### src/rtl/sdram_bridge_pkg.sv
// sdram_bridge_pkg: state encoding, default widths and timeout fill value for the SDRAM host bridge
package sdram_bridge_pkg;
  localparam int DEF_FIFO_DEPTH  = 4;
  localparam int DEF_ADDR_W      = 24;
  localparam int DEF_DATA_W      = 16;
  localparam int DEF_TIMEOUT_CYC = 1024;
  localparam logic [15:0] TIMEOUT_FILL = 16'hDEAD;
  typedef enum logic [1:0] {
    ST_IDLE      = 2'd0,
    ST_REQ       = 2'd1,
    ST_WAIT_BUSY = 2'd2,
    ST_WAIT_RD   = 2'd3
  } state_e;
endpackage

### src/rtl/sdram_req_fifo.sv
// sdram_req_fifo: synchronous request FIFO with push/pop/full/empty/level, head visible combinationally
module sdram_req_fifo #(
  parameter int W     = 8,
  parameter int DEPTH = 4
) (
  input  logic                     clk,
  input  logic                     rst_n,
  input  logic                     push_i,
  input  logic                     pop_i,
  input  logic [W-1:0]             din_i,
  output logic [W-1:0]             dout_o,
  output logic                     full_o,
  output logic                     empty_o,
  output logic [$clog2(DEPTH):0]   level_o
);
  localparam int AW = $clog2(DEPTH);
  localparam int LW = AW + 1;
  logic [W-1:0]  mem_q [DEPTH];
  logic [AW-1:0] wr_ptr_q, rd_ptr_q;
  logic [LW-1:0] level_q;
  logic          do_push, do_pop;
  assign do_push = push_i && !full_o;
  assign do_pop  = pop_i && !empty_o;
  assign full_o  = level_q == LW'(DEPTH);
  assign empty_o = level_q == '0;
  assign level_o = level_q;
  assign dout_o  = mem_q[rd_ptr_q];
  always_ff @(posedge clk or negedge rst_n) begin
    if (!rst_n) begin
      wr_ptr_q <= '0;
      rd_ptr_q <= '0;
      level_q  <= '0;
    end else begin
      if (do_push) wr_ptr_q <= wr_ptr_q + AW'(1);
      if (do_pop) rd_ptr_q <= rd_ptr_q + AW'(1);
      level_q <= level_q + LW'(do_push) - LW'(do_pop);
    end
  end
  // Storage needs no reset; only entries below level_q are ever read.
  always_ff @(posedge clk) begin
    if (do_push) mem_q[wr_ptr_q] <= din_i;
  end
endmodule

### src/rtl/sdram_host_bridge.sv
// sdram_host_bridge: queues host read/write requests and sequences them one at a time into sdram_controller.
// SDRAM_BRIDGE_TIMEOUT_EN adds a sticky err_timeout output and a watchdog that aborts stuck transactions.
module sdram_host_bridge
  import sdram_bridge_pkg::*;
#(
  parameter int FIFO_DEPTH  = DEF_FIFO_DEPTH,
  parameter int ADDR_W      = DEF_ADDR_W,
  parameter int DATA_W      = DEF_DATA_W
`ifdef SDRAM_BRIDGE_TIMEOUT_EN
  , parameter int TIMEOUT_CYC = DEF_TIMEOUT_CYC
`endif
) (
  input  logic                          clk,
  input  logic                          rst_n,
  input  logic                          req_valid,
  output logic                          req_ready,
  input  logic                          req_we,
  input  logic [ADDR_W-1:0]             req_addr,
  input  logic [DATA_W-1:0]             req_wdata,
  output logic                          rsp_valid,
  input  logic                          rsp_ready,
  output logic [DATA_W-1:0]             rsp_data,
  output logic [ADDR_W-1:0]             ctrl_addr,
  output logic [DATA_W-1:0]             ctrl_wdata,
  output logic                          ctrl_wr_enable,
  output logic                          ctrl_rd_enable,
  input  logic                          ctrl_busy,
  input  logic [DATA_W-1:0]             ctrl_rd_data,
  input  logic                          ctrl_rd_ready,
  output logic [$clog2(FIFO_DEPTH):0]   fifo_level,
  output logic                          idle
`ifdef SDRAM_BRIDGE_TIMEOUT_EN
  , output logic                        err_timeout
`endif
);
  localparam int EW = 1 + ADDR_W + DATA_W;
  logic [EW-1:0]     head;
  logic              empty, full;
  logic              head_we;
  logic [ADDR_W-1:0] head_addr;
  logic [DATA_W-1:0] head_wdata;
  state_e            state_q;
  logic              wr_en_q, rd_en_q, is_rd_q, rd_seen_q, rsp_valid_q;
  logic [ADDR_W-1:0] addr_q;
  logic [DATA_W-1:0] wdata_q, rsp_data_q;
  logic              issue, rd_cap, tmo;
  sdram_req_fifo #(.W(EW), .DEPTH(FIFO_DEPTH)) u_fifo (
    .clk     (clk),
    .rst_n   (rst_n),
    .push_i  (req_valid),
    .pop_i   (issue),
    .din_i   ({req_we, req_addr, req_wdata}),
    .dout_o  (head),
    .full_o  (full),
    .empty_o (empty),
    .level_o (fifo_level)
  );
  assign {head_we, head_addr, head_wdata} = head;
  // A read may only start once the single response slot is free or being freed this cycle.
  assign issue  = state_q == ST_IDLE && !empty && !ctrl_busy && (head_we || !rsp_valid_q || rsp_ready);
  assign rd_cap = ctrl_rd_ready && is_rd_q && !rd_seen_q && state_q != ST_IDLE;
`ifdef SDRAM_BRIDGE_TIMEOUT_EN
  localparam int CW = $clog2(TIMEOUT_CYC + 1);
  logic [CW-1:0] cnt_q;
  logic          err_q;
  assign tmo         = state_q != ST_IDLE && cnt_q == CW'(TIMEOUT_CYC - 1);
  assign err_timeout = err_q;
  always_ff @(posedge clk or negedge rst_n) begin
    if (!rst_n) begin
      cnt_q <= '0;
      err_q <= 1'b0;
    end else begin
      cnt_q <= (state_q == ST_IDLE || tmo) ? '0 : cnt_q + CW'(1);
      err_q <= err_q | tmo;
    end
  end
`else
  assign tmo = 1'b0;
`endif
  always_ff @(posedge clk or negedge rst_n) begin
    if (!rst_n) begin
      state_q     <= ST_IDLE;
      wr_en_q     <= 1'b0;
      rd_en_q     <= 1'b0;
      is_rd_q     <= 1'b0;
      rd_seen_q   <= 1'b0;
      rsp_valid_q <= 1'b0;
      rsp_data_q  <= '0;
      addr_q      <= '0;
      wdata_q     <= '0;
    end else begin
      if (rsp_valid_q && rsp_ready) rsp_valid_q <= 1'b0;
      if (rd_cap) begin
        rsp_valid_q <= 1'b1;
        rsp_data_q  <= ctrl_rd_data;
        rd_seen_q   <= 1'b1;
      end
      if (tmo) begin
        state_q <= ST_IDLE;
        wr_en_q <= 1'b0;
        rd_en_q <= 1'b0;
        if (is_rd_q && !rd_seen_q && !rd_cap) begin
          rsp_valid_q <= 1'b1;
          rsp_data_q  <= DATA_W'(TIMEOUT_FILL);
        end
      end else begin
        case (state_q)
          ST_IDLE: if (issue) begin
            state_q   <= ST_REQ;
            addr_q    <= head_addr;
            wdata_q   <= head_wdata;
            is_rd_q   <= !head_we;
            wr_en_q   <= head_we;
            rd_en_q   <= !head_we;
            rd_seen_q <= 1'b0;
          end
          ST_REQ: if (ctrl_busy) begin
            state_q <= ST_WAIT_BUSY;
            wr_en_q <= 1'b0;
            rd_en_q <= 1'b0;
          end
          ST_WAIT_BUSY: if (!ctrl_busy) state_q <= (is_rd_q && !rd_seen_q && !rd_cap) ? ST_WAIT_RD : ST_IDLE;
          ST_WAIT_RD: if (ctrl_rd_ready) state_q <= ST_IDLE;
          default: state_q <= ST_IDLE;
        endcase
      end
    end
  end
  assign req_ready      = !full;
  assign rsp_valid      = rsp_valid_q;
  assign rsp_data       = rsp_data_q;
  assign ctrl_addr      = addr_q;
  assign ctrl_wdata     = wdata_q;
  assign ctrl_wr_enable = wr_en_q;
  assign ctrl_rd_enable = rd_en_q;
  assign idle           = empty && state_q == ST_IDLE && !rsp_valid_q;
endmodule

### config.mk
export PLATFORM = sky130hd
export DESIGN_NAME = sdram_host_bridge
export DESIGN_NICKNAME = d
export VERILOG_FILES = /design/src/rtl/sdram_bridge_pkg.sv /design/src/rtl/sdram_req_fifo.sv /design/src/rtl/sdram_host_bridge.sv
export SDC_FILE = /design/constraint.sdc
export NUM_CORES = 1
export LEC_CHECK = 0
export ABC_AREA = 1
export BUFFER_PORTS_ARGS = -buffer_cell sky130_fd_sc_hd__buf_2
export CAP_MARGIN = 20
export CORE_UTILIZATION = 61
export CTS_CLUSTER_SIZE = 20
export DETAILED_ROUTE_END_ITERATION = 16
export HOLD_SLACK_MARGIN = 0.02
export PLACE_DENSITY = 0.84
export SYNTH_ARGS = -nofsm -noshare
export SYNTH_HDL_FRONTEND = slang
export SYNTH_SLANG_ARGS = --single-unit
### constraint.sdc
create_clock -name clk -period 6.25 [get_ports clk]
set_input_delay 0 -clock clk [delete_from_list [all_inputs] [get_ports clk]]
set_output_delay 0 -clock clk [all_outputs]
set_load 0.1 [all_outputs]
Word level (Yosys, flattened, before mapping)
Memory sizes are Yosys's and may differ from the RTL's.
Index checks and enable logic that the tools add are counted.
{ "word_totals": {"reg_bits": 70, "ramBits": 164, "in_bits": 63, "output_inout_bits": 64, "elab_cells": 73, "n_memories": 1} }
{ "op_classes": {"add_sub_neg": 4, "n_eq_ne": 8, "muxes": 18, "n_reduce_logical": 30} }
{ "mem_list": {"columns": ["name", "depth", "word_bits", "rd", "rd_ports_with_merged_regs", "wr", "line_no", "text"], "rows": [
  ["u_fifo.mem_q", 4, 41, 1, 0, 1, "sdram_req_fifo.sv:18", "logic [W-1:0] mem_q [DEPTH];"]
]} }
{ "op_table": {"columns": ["cell", "count"], "rows": [
  ["logical AND 1 bit", 13],
  ["two-way mux 1 bit", 10],
  ["two-way mux 2 bit", 5],
  ["case mux 2 bit (4 select lines)", 1],
  ["logical NOT 1 bit", 7],
  ["!= test 2 bit (second input constant)", 3],
  ["nonzero test 2 bit", 3],
  ["adder 2 x 1 -> 2 bit (second input constant)", 2],
  ["== test 2 bit (second input constant)", 2],
  ["case mux 1 bit (2 select lines)", 2],
  ["AND reduction 4 bit", 1],
  ["adder 3 x 1 -> 3 bit", 1],
  ["== test 3 bit (second input constant)", 1],
  ["logical NOT 3 bit", 1],
  ["AND reduction 3 bit", 1],
  ["subtractor 3 x 1 -> 3 bit", 1],
  ["== test 2 x 1 -> 1 bit (second input constant)", 1],
  ["logical NOT 2 bit", 1],
  ["logical OR 1 bit", 2],
  ["!= test 2 x 1 -> 1 bit (second input constant)", 1],
  ["AND reduction 2 bit", 1]
]} }

Longest topological paths before layout
{ "logic_depth": {"word_depth": 8, "mapped_depth": 14, "depth_no_buf": 12} }

Hierarchy
Synthesis repeated with hierarchy kept, for this count alone.
{ "hier_totals": {"cells_unflattened": 868, "hier_area_um2": 9499.1} }
{ "by_module_without_submodules": {"columns": ["mod", "instances", "cells_per_inst", "area_each_um2", "seq_area_each_um2"], "rows": [
  ["sdram_req_fifo", 1, 578, 6879.1, 5099.9],
  ["sdram_host_bridge", 1, 290, 2620.0, 1576.5]
]} }

Worst setup path before layout
Ideal clock, no wire load.
{ "synth_path": {"path_type": "register to register", "startpoint": "register u_fifo.level_q[1] (netlist: u_fifo.level_o[1])", "endpoint": "memory u_fifo.mem_q[0][0] (netlist name) (enable)", "setup_time_ps": 440, "t_arrival_ps": 4120, "required_ps": 5810, "setup_slack_ps": 1690, "path_stages_with_launch": 5, "path_buffers": 0, "synth_period_minus_slack_ps": 4560, "path_cell_list": "dfrtp_1 inv_1 nand3_1 nand2_1 nor2_1"} }
{ "synth_via": {"elab_chain_cells": 5} }
{ "synth_lines": {"columns": ["element", "line_no", "text"], "rows": [
  ["from (decl)", "sdram_req_fifo.sv:20", "logic [LW-1:0] level_q;"],
  ["from (signal assigned)", "sdram_req_fifo.sv:36", "level_q <= level_q + LW'(do_push) - LW'(do_pop);"],
  ["== test 3 bit", "sdram_req_fifo.sv:24", "assign full_o = level_q == LW'(DEPTH);"],
  ["logical NOT 1 bit", null, null],
  ["net req_ready", "sdram_host_bridge.sv:16", "output logic req_ready,"],
  ["logical AND 1 bit", "sdram_req_fifo.sv:22", "assign do_push = push_i && !full_o;"],
  ["two-way mux 1 bit", "sdram_req_fifo.sv:41", "if (do_push) mem_q[wr_ptr_q] <= din_i;"],
  ["two-way mux 1 bit (not written as such)", "sdram_req_fifo.sv:41", null],
  ["to (decl)", "sdram_req_fifo.sv:18", null]
]} }
The timed path passes the listed nets, and every way through them passes these cells.

Final worst setup path
{ "layout_path": {"startpoint": "register u_fifo.rd_ptr_q[0]", "endpoint": "register u_fifo.level_q[2] (netlist: u_fifo.level_o[2])"} }
{ "layout_via": {"elab_chain_cells": 6} }
{ "layout_lines": {"columns": ["element", "line_no", "text"], "rows": [
  ["from (decl)", "sdram_req_fifo.sv:19", "logic [AW-1:0] wr_ptr_q, rd_ptr_q;"],
  ["from (signal assigned)", "sdram_req_fifo.sv:35", "if (do_pop) rd_ptr_q <= rd_ptr_q + AW'(1);"],
  ["memory (4 x 41 bit)", null, null],
  ["logical OR 1 bit (2 in a row)", "sdram_host_bridge.sv:60", "assign issue = state_q == ST_IDLE && !empty && !ctrl_busy && (head_we || !rsp_valid_q || rsp_ready);"],
  ["logical AND 1 bit", "sdram_host_bridge.sv:60", null],
  ["logical AND 1 bit", "sdram_req_fifo.sv:23", "assign do_pop = pop_i && !empty_o;"],
  ["subtractor 3 x 1 -> 3 bit", "sdram_req_fifo.sv:36", null]
]} }
Every way passes these cells.
A chain may end at the register's enable or synchronous reset.

==> impl_metrics.yaml <==
timing:
  rsz0062_at_grt: "false"
  finalCriticalPeriod_ns: 3.73
  fmax_mhz: 268
  relSlewSlack_pct: 36.8
  maxSlewViolCount: 0
  hold_viol: 0
  hold_slack_ns: 0.136
  fin_skew_ns: 0.0191
  setup_viol: 0
  fin_tns_setup_ns: 0
  period_share_pct: 59.6
  tightest_slew_ns: 0.948
global_route:
  antenna_found_initial: 1
  grt_pass1_wl_um: 30900
  grt_max_degree: 71
  grt_pass1_vias: 6232
  grt-ovfl-total: 0
  grtUsageTotal_pct: 26.8
cells_and_area:
  final_util_pct: 77.1
  layout.nets: 962
  area_delta_synth_final_pct: 23.7
  drive_above_1_share_pct: 22.0
  fin_cells: 1095
routing:
  vias: 6176
  drc: 0
  drtAntennaViolNets: 0
  via_per_inst: 5.64
  wl_um: 20000
  drt-initial-drc-count: 502
  post_drt_wl_per_cell_um: 18.3
  drt_first_pass_iters: 5
critical_path:
  critical_path_class: "reg -> reg"
  end_kind: "flip-flop"
  worstPathCellList: "buf_4 > inv_2 > nand2_1 > nand3_1 > nand2_2 > nand2_4 > nand2_8 > inv_6 > ha_1 > inv_1 > ha_1 > fa_1 > xor2_1"
  critPathMaxStageDelay_ns: 0.81
  arrival_ns: 4.12
  setup.worst_path.start: "u_fifo.rd_ptr_q[0]"
  cp-start-kind: "flip-flop"
  critPathSlowestCell: "dfrtp_2"
  critPathMaxFanout: 45
  required_ns: 6.64
  reg2reg_from: "u_fifo.rd_ptr_q[0]"
  crit_path_frequent_cell: "ha_1"
yosys:
  synth.net_count: 775
  ys_types: 32
  synth.cell_area_um2: 9060
  synth_seq_area_share_pct: 73.7
  synth-seq-cells: 234
  synth.avg_cell_area_um2: 12.8
  netlist_instances: 705
  yosysWarnings: 0
die:
  io_pins: 127
  start_util_pct: 62.3
  rows: 44
  core_area_um2: 14500
  die_w_um: 124
  die_height_um: 124
  dieArea_um2: 15300
placed_design:
  place.gp.congestion: 0.788
  dp.cells: 987
  io_buffers: 126
  hpwl_um: 10500
cts:
  post_cts_buffers: 0
  cts_sinks: 234
  cts_tree: "built"
  clk_latency_ns: 0.53
  ctsResizeCount: 0
  cts_max_level: 1
  clk_pin_slew_ns: 0.06
  root_buffer: "clkbuf_16"
  numCtsBuffers: 24
  postCtsHoldBufs: 63
  cts.path.max_buffers: 3
min_path:
  hp-class: "in -> reg"
  min_from: "req_valid"
run_status:
  outcome: "completed"
job:
  drv_cap: 0
worst paths after layout:
| kind | slack [ns] | end | cells past startpoint |
|---|---|---|---|
| setup / recovery | 2.52 | u_fifo.level_o[2] | 13 |
| hold / removal | 0.14 | u_fifo.wr_ptr_q[0] | 3 |
| setup reg to reg | 2.52 | u_fifo.level_o[2] | 13 |
| hold reg to reg | 0.47 | ctrl_addr[6] | 2 |
| max in group asynchronous | 5.43 | u_fifo.rd_ptr_q[1] | 2 |
| min in group asynchronous | 0.18 | ctrl_addr[13] | 2 |
flip-flops by register name, indices dropped and copies added, names as in the netlist, 2 cells and up:
| register | cells |
|---|---|
| u_fifo.mem_q | 164 |
| ctrl_addr | 24 |
| ctrl_wdata | 16 |
| rsp_data | 16 |
| u_fifo.level_o | 3 |
| state_q | 2 |
| u_fifo.rd_ptr_q | 2 |
| u_fifo.wr_ptr_q | 2 |
Yosys cell counts:
cell type  number  area share (%)
a21oi_1         2            0.11
a21oi_2         1           0.097
buf_2           7            0.39
buf_4           5            0.41
buf_6           6            0.75
clkbuf_1       17            0.70
dfrtp_1        70              19
edfxtp_1      164              54
fa_1            1            0.22
ha_1            6            0.83
inv_1          23            0.95
inv_2           2           0.083
inv_6           1           0.097
mux2_2          8            0.99
mux2_4          8             1.3
nand2_1       150             6.2
nand2_2         2            0.14
nand2_4         1            0.12
nand2_8         1            0.22
nand3_1        10            0.55
nand3_2         1            0.11
nand3_4         1            0.19
nand3b_1        1           0.083
nand4_1         1           0.069
nor2_1         85             3.5
nor2_4          2            0.25
nor3_1          2            0.11
o21ai_0        82             4.5
o21ai_1         1           0.055
o22ai_1        40             2.8
xnor2_1         1           0.097
xor2_1          3            0.29
per-layer routing:
metal	track usage, %	share of wire [%]	vias to the layer above
li1	-	-	2830
met1	33.3	39	3035
met2	48.2	52	283
met3	4.08	7.0	28
met4	8.36	1.8	0
met5	0	0	-
cell usage in the layout, fill, tap and decap left out, drive strengths merged, types with 26 or more instances in the layout:
cell and n:
o21ai 83, clkbuf 34, nor2 87, buf 133
dfrtp 70, nand2 154, inv 26, o22ai 40
edfxtp 164, dlygate4sd3 63
cells by family (layout without fill, tap and decap cells):
group                      count (synthesis)  in the layout  share of synthesized area (%)
adders and majority gates                  7              7                           1.05
other                                      0              1                              0
and+or+nand+nor                          257            257                           11.6
AOI/OAI and AO/OA                        126            126                           7.56
DFF                                      234            234                           73.7
buffers and inverters                     61            266                           3.38
muxes                                     16             16                           2.32
xor gates and xnor gates                   4              4                          0.387
per-stage QoR:
step / worst slack [ns] / area [um2]
finish: 2.52 / 11200
global route: 2.29 / 11200
CTS: 2.55 / 11200
detailed placement: 2.57 / 9800
global placement: 2.72 / 9800
floorplan: 1.69 / 9060
worst max-delay path, delay by kind of cell, from the launching register on:
kind,cells,cell delay [ns]
xor+xnor,1,0.17
fa+ha+maj,3,0.91
flops,1,0.81
simple gates,5,0.66
buf+inv,4,1.00
cell type report:
class | count | area [um2]
repair buffers | 196 | 1320
clock inverters | 10 | 125
well taps | 184 | 230
clock buffers | 34 | 648
multi-input cells | 410 | 2100
flip-flops and latches | 234 | 6680
inverters | 26 | 103
diodes | 1 | 2.50
fillers | 843 | 3330
Power is not shown: default switching activity piles up to over one toggle a cycle in this logic, so the estimate is an artifact.
